[config.mk]
export PLATFORM = sky130hd
export DESIGN_NAME = pipelined_shifter
export DESIGN_NICKNAME = d
export VERILOG_FILES = /design/src/rtl/shifter_pkg.sv /design/src/rtl/shift_level.sv /design/src/rtl/pipelined_shifter.sv
export SDC_FILE = /design/constraint.sdc
export NUM_CORES = 1
export LEC_CHECK = 0
export ABC_AREA = 1
export BUFFER_PORTS_ARGS = -buffer_cell sky130_fd_sc_hd__buf_2
export CELL_PAD_IN_SITES_DETAIL_PLACEMENT = 1
export CELL_PAD_IN_SITES_GLOBAL_PLACEMENT = 2
export CORE_AREA = 2 2 141 143
export DETAILED_ROUTE_END_ITERATION = 6
export DIE_AREA = 0 0 143 145
export PLACE_DENSITY_LB_ADDON = 0.3
export SYNTH_ARGS = -nofsm -noshare
export SYNTH_HDL_FRONTEND = slang
export SYNTH_SLANG_ARGS = --single-unit
[constraint.sdc]
create_clock -name clock -period 3.2 [get_ports clock]
set_input_delay 0.16 -clock clock [delete_from_list [all_inputs] [get_ports clock]]
set_output_delay 0.16 -clock clock [all_outputs]
set_load 0.1 [all_outputs]
[src/rtl/shifter_pkg.sv]
// Shared mode encodings and level-to-stage mapping for the pipelined shifter.
package shifter_pkg;

  localparam logic [2:0] MODE_SLL = 3'b000;
  localparam logic [2:0] MODE_SRL = 3'b001;
  localparam logic [2:0] MODE_SRA = 3'b010;
  localparam logic [2:0] MODE_ROL = 3'b011;
  localparam logic [2:0] MODE_ROR = 3'b100;

  // Mux level 'level' (shift by 2**level) lives in this pipeline stage.
  function automatic int stage_of_level(input int level, input int stages, input int distw);
    return (level * stages) / distw;
  endfunction

endpackage

[src/rtl/shift_level.sv]
// One mux level of the shifter: conditionally shifts/rotates by a fixed AMOUNT.
module shift_level
  import shifter_pkg::*;
#(
  parameter int WIDTH  = 32,
  parameter int AMOUNT = 1
) (
  input  logic [WIDTH-1:0] i_data,
  input  logic             i_enable,
  input  logic [2:0]       i_mode,
  input  logic             i_sign,
  output logic [WIDTH-1:0] o_data
);

  always_comb begin
    o_data = i_data;
    if (i_enable) begin
      case (i_mode)
        MODE_SLL: o_data = {i_data[WIDTH-AMOUNT-1:0], {AMOUNT{1'b0}}};
        MODE_SRL: o_data = {{AMOUNT{1'b0}}, i_data[WIDTH-1:AMOUNT]};
        // Sign comes from the original operand so every level fills consistently.
        MODE_SRA: o_data = {{AMOUNT{i_sign}}, i_data[WIDTH-1:AMOUNT]};
        MODE_ROL: o_data = {i_data[WIDTH-AMOUNT-1:0], i_data[WIDTH-1:WIDTH-AMOUNT]};
        MODE_ROR: o_data = {i_data[AMOUNT-1:0], i_data[WIDTH-1:AMOUNT]};
        default:  o_data = i_data;
      endcase
    end
  end

endmodule

[src/rtl/pipelined_shifter.sv]
// Pipelined shift/rotate unit: log2(WIDTH) mux levels spread over STAGES registered
// stages, with a tag riding alongside, valid/ready backpressure and flush.
module pipelined_shifter
  import shifter_pkg::*;
#(
  parameter  int WIDTH  = 32,
  parameter  int STAGES = 2,
  parameter  int TAGW   = 5,
  localparam int DISTW  = $clog2(WIDTH)
) (
  input  logic             clock,
  input  logic             reset,
  input  logic             in_valid,
  output logic             in_ready,
  input  logic [WIDTH-1:0] in_data,
  input  logic [DISTW-1:0] in_dist,
  input  logic [2:0]       in_mode,
  input  logic [TAGW-1:0]  in_tag,
  input  logic             flush,
  output logic             out_valid,
  input  logic             out_ready,
  output logic [WIDTH-1:0] out_data,
  output logic [TAGW-1:0]  out_tag
);

  logic                          w_advance;
  logic [STAGES-1:0]             r_valid;
  logic [STAGES-1:0][WIDTH-1:0]  r_data;
  logic [STAGES-1:0][DISTW-1:0]  r_dist;
  logic [STAGES-1:0][2:0]        r_mode;
  logic [STAGES-1:0]             r_sign;
  logic [STAGES-1:0][TAGW-1:0]   r_tag;
  logic [WIDTH-1:0]              w_lvl [DISTW];
  logic [WIDTH-1:0]              w_stage_res [STAGES];
  logic                          w_unused;

  // The whole pipe moves in lockstep; bubbles are held, not squeezed out.
  assign w_advance = !out_valid || out_ready;
  assign in_ready  = w_advance;
  assign out_valid = r_valid[STAGES-1];
  assign out_data  = r_data[STAGES-1];
  assign out_tag   = r_tag[STAGES-1];

  // Control fields of the last stage and of already-consumed distance bits go nowhere.
  assign w_unused = ^{r_dist, r_mode, r_sign};

  genvar gi;
  generate
    for (gi = 0; gi < DISTW; gi++) begin : g_level
      localparam int STG   = stage_of_level(gi, STAGES, DISTW);
      localparam bit FIRST = (gi == 0) || (stage_of_level(gi - 1, STAGES, DISTW) != STG);
      localparam bit LAST  = (gi == DISTW - 1) || (stage_of_level(gi + 1, STAGES, DISTW) != STG);

      logic [WIDTH-1:0] w_src;
      logic             w_en;
      logic [2:0]       w_mode;
      logic             w_sign;

      if (STG == 0) begin : g_ctl_in
        assign w_en   = in_dist[gi];
        assign w_mode = in_mode;
        assign w_sign = in_data[WIDTH-1];
      end else begin : g_ctl_reg
        assign w_en   = r_dist[STG-1][gi];
        assign w_mode = r_mode[STG-1];
        assign w_sign = r_sign[STG-1];
      end

      if (!FIRST) begin : g_src_chain
        assign w_src = w_lvl[gi-1];
      end else if (STG == 0) begin : g_src_in
        assign w_src = in_data;
      end else begin : g_src_reg
        assign w_src = r_data[STG-1];
      end

      shift_level #(
        .WIDTH  (WIDTH),
        .AMOUNT (1 << gi)
      ) u_level (
        .i_data   (w_src),
        .i_enable (w_en),
        .i_mode   (w_mode),
        .i_sign   (w_sign),
        .o_data   (w_lvl[gi])
      );

      if (LAST) begin : g_stage_end
        assign w_stage_res[STG] = w_lvl[gi];
      end
    end
  endgenerate

  // Flush and reset beat a stall: valid bits drop even when nothing advances.
  always_ff @(posedge clock) begin
    if (reset || flush) begin
      r_valid <= '0;
    end else if (w_advance) begin
      r_valid[0] <= in_valid;
      for (int s = 1; s < STAGES; s++) begin
        r_valid[s] <= r_valid[s-1];
      end
    end
  end

  always_ff @(posedge clock) begin
    if (w_advance) begin
      r_data[0] <= w_stage_res[0];
      r_dist[0] <= in_dist;
      r_mode[0] <= in_mode;
      r_sign[0] <= in_data[WIDTH-1];
      r_tag[0]  <= in_tag;
      for (int s = 1; s < STAGES; s++) begin
        r_data[s] <= w_stage_res[s];
        r_dist[s] <= r_dist[s-1];
        r_mode[s] <= r_mode[s-1];
        r_sign[s] <= r_sign[s-1];
        r_tag[s]  <= r_tag[s-1];
      end
    end
  end

endmodule
==> run_results.csv <==
group,metric,value,unit
sta,timing.hold.ws,0.0626,ns
yosys,synth_top_area_cell,"edfxtp_1",
floorplanning,num_rows,51,
floorplanning,coreArea,19200,um2
run_status,status,"complete, no violations",
sta,hold_viol_final,0,
global_routing,antenna_found_initial,0,
critical_path,worst_r2r_startpoint,"g_level[3].w_mode[1]",
power_and_ir_drop,cellPowerDensity,557,nW/um2
power_and_ir_drop,p_clk_share,25.5,%
power_and_ir_drop,p_comb_share,38.6,%
global_routing,grt_start_max_net_pins,82,
sta,fin_crit,2.56,ns
floorplanning,die_y,145,um
clocking,cts_tree,"done",
place,gp_congestion,0.913,
critical_path,critPathKind,"reg -> reg",
yosys,yosysMostFrequentCell,"nand2_1",
critical_path,r2r-end,"out_data[22]",
finish,post-route-util,38.0,%
clocking,postCtsSetupBuffers,0,
finish,drive_gt1_share,17.8,%
yosys,synth_edf_count,80,
global_routing,overflow,0,
critical_path,reg2reg_depth,11,
critical_path,required,3.29,ns
critical_path,startpoint_type,"register",
finish,syn_to_final_growth,13.9,%
job,drv_cap,0,
place,placed_area,6930,um2
place,io_buffers,88,
yosys,synth_common_cells,"nand2_1, nand3_1, edfxtp_1, a21oi_1, inv_1",
sta,finClkSkew,0.00808,ns
detailed_routing,wirelength,21000,um
finish,diodes,0,
clocking,postCtsResizedCells,0,
global_routing,first_global_vias,6220,
clocking,cts_root_buffer,"clkbuf_16",
floorplanning,initial_core_util,33.4,%
detailed_routing,drtIter0Drc,311,
clocking,clock_latency,0.34,ns
critical_path,cpPeakStageDelay,0.61,ns
global_routing,grtUsageTotal,20.3,%
detailed_routing,routedWlPerCell,17.6,um
sta,rsz0062_at_grt,"false",
yosys,syn_area_per_cell,7.42,um2
clocking,clockBufferDepth,2,
critical_path,cp_max_fo,29,
global_routing,grt_pass1_wl,33400,um
yosys,synthCells,864,
yosys,synth_seq_area_share,38.1,%
finish,regArea,2440,um2
min_path,min_path_type,"in -> reg",
detailed_routing,drc,0,
yosys,synth-main-ff-cell,"edfxtp_1",
critical_path,cp_top_family,"buffers and inverters",
yosys,syn_area,6410,um2
clocking,cts.sinks,82,
critical_path,crit_path_top_delay_cell,"inv_1",
yosys,ys_types,36,
power_and_ir_drop,swShare,42.7,%
power_and_ir_drop,pwr-share-seq,35.9,%
detailed_routing,viasPerCell,5.27,
yosys,yosysWarnings,0,
critical_path,end_kind,"register",
sta,fmax,391,MHz
yosys,synth_top_area_share,37.5,%
detailed_routing,vias,6304,
critical_path,critical_path_buf_inv_count,4,
finish,fin_cells,1196,
clocking,clk_pin_slew_worst_paths,0.06,ns
critical_path,startpoint,"g_level[3].w_mode[1]",
sta,finalSetupTns,0,ns
detailed_routing,first_pass_iters,6,
place,post-place-cells,1173,
sta,slew_viol_final,0,
finish,multi_input_area,3380,um2
clocking,cts_buffers,9,
yosys,synth_nets,914,
sta,final.period_utilization,80.0,%
sta,worst_slew_pin_slew,0.924,ns
power_and_ir_drop,cellInternalPower,2.33,mW
floorplanning,die-area,20700,um2
yosys,synth_seq_cells,82,
clocking,h-tree-depth,3,
place,dpl.hpwl,16000,um
power_and_ir_drop,ir_worst_vdd,0.000224,V
floorplanning,ios,89,
sta,setup_viol,0,
critical_path,cp.arrival,2.65,ns
finish,final_area,7310,um2
finish,nets,976,
detailed_routing,postRouteAntennaNets,0,
critical_path,path_depth,11,
floorplanning,die_x,143,um
yosys,yosys-top-cells-area,"edfxtp_1, nand2_1, nand3_1",
finish,fillers,2399,
sta,slew_headroom,38.4,%
yosys,async_flop_share,0,%
power_and_ir_drop,switching_power,1.74,mW
critical_path,endpoint,"out_data[22]",
critical_path,reg2reg_slack,0.64,ns
critical_path,crit_chain,"nor2_1 -> inv_2 -> nand2_2 -> nand2_2 -> inv_1 -> buf_4 -> o221ai_1 -> o211ai_1 -> nand2_1 -> o21ai_1 -> inv_1",
power_and_ir_drop,power.leakage,3.23,nW
## power by group through the flow
stage / logic [mW] / registers, mW / clock network, mW
after floorplan: 0.682 / 2.02 / 0
after global placement: 1.56 / 1.48 / 0
after detailed placement: 1.56 / 1.49 / 0
after CTS: 1.57 / 1.46 / 1.07
after global routing: 1.70 / 1.48 / 1.10
final: 1.57 / 1.46 / 1.04
## per-layer routing
| metal | routed length (um) | up-vias | GRT usage, % |
|---|---|---|---|
| met3 | 607 | 33 | 1.88 |
| li1 | - | 3125 | - |
| met2 | 10200 | 154 | 34.2 |
| met1 | 9840 | 2992 | 27.7 |
| met5 | 0 | - | 0 |
| met4 | 410 | 0 | 5.89 |
## kinds of logic after synthesis
kind of cell / Yosys count / share of synthesized area (%)
buffers and inverters: 109 / 9.21
DFF: 82 / 38.1
and+or+nand+nor: 510 / 37.7
AOI/OAI and AO/OA: 163 / 15.0
## repair_timing
item                                    4_1_cts  5_1_grt
endpoints found under the setup margin        0        0
hold buffers                                  7        0
hold endpoints to repair                      7        0
## area by class of cell
type                            instances  area share, %
Sequential cell                        82           33.4
Multi-Input combinational cell        673           46.3
Tap cell                              265           4.54
Clock inverter                          5          0.856
Inverter                               53           2.84
Clock buffer                           11           3.32
Timing Repair Buffer                  107           8.73
## flip-flops by register name (all words and copies together), names as in the netlist
signal / flops
g_level.w_src: 32
g_level.w_mode: 3
out_tag: 5
r_sign: 1
r_valid: 2
out_data: 32
g_level.w_en: 2
r_tag: 5
## metrics by stage
| stage | setup WS [ns] | total power, mW |
|---|---|---|
| after floorplan | 0.135 | 2.71 |
| after global placement | 0.675 | 3.04 |
| after detailed placement | 0.644 | 3.05 |
| after CTS | 0.636 | 4.11 |
| after global routing | 0.357 | 4.27 |
| final | 0.639 | 4.07 |
## worst register-to-register path, stage by stage, from the launching register on
cell	delay (ns)
edfxtp_1	0.42
nor2_1	0.18
inv_2	0.07
nand2_2	0.07
nand2_2	0.19
inv_1	0.61
buf_4	0.32
o221ai_1	0.15
o211ai_1	0.10
nand2_1	0.06
o21ai_1	0.10
inv_1	0.04
## cell usage in the layout (no fill, tap or decap), types with 15 or more instances in the layout
cell / n
nand3_1: 160
edfxtp_1: 80
nand2_1: 266
or2_1: 26
inv_1: 48
buf_2: 88
a21oi_1: 49
o21ai_1: 15
nand3_2: 24
o211ai_1: 23
o21ai_0: 39
## worst min path at each step
stage / from / end / cells past startpoint
final: reset / r_valid[1] / 3
after global routing: in_mode[2] / g_level[3].w_mode[2] / 1
after CTS: reset / r_valid[1] / 3
after detailed placement: in_tag[1] / r_tag[1] / 1
after global placement: in_dist[4] / g_level[4].w_en / 1
after floorplan: in_dist[3] / g_level[3].w_en / 0
Note: power is estimated with default switching activity, not from simulation.
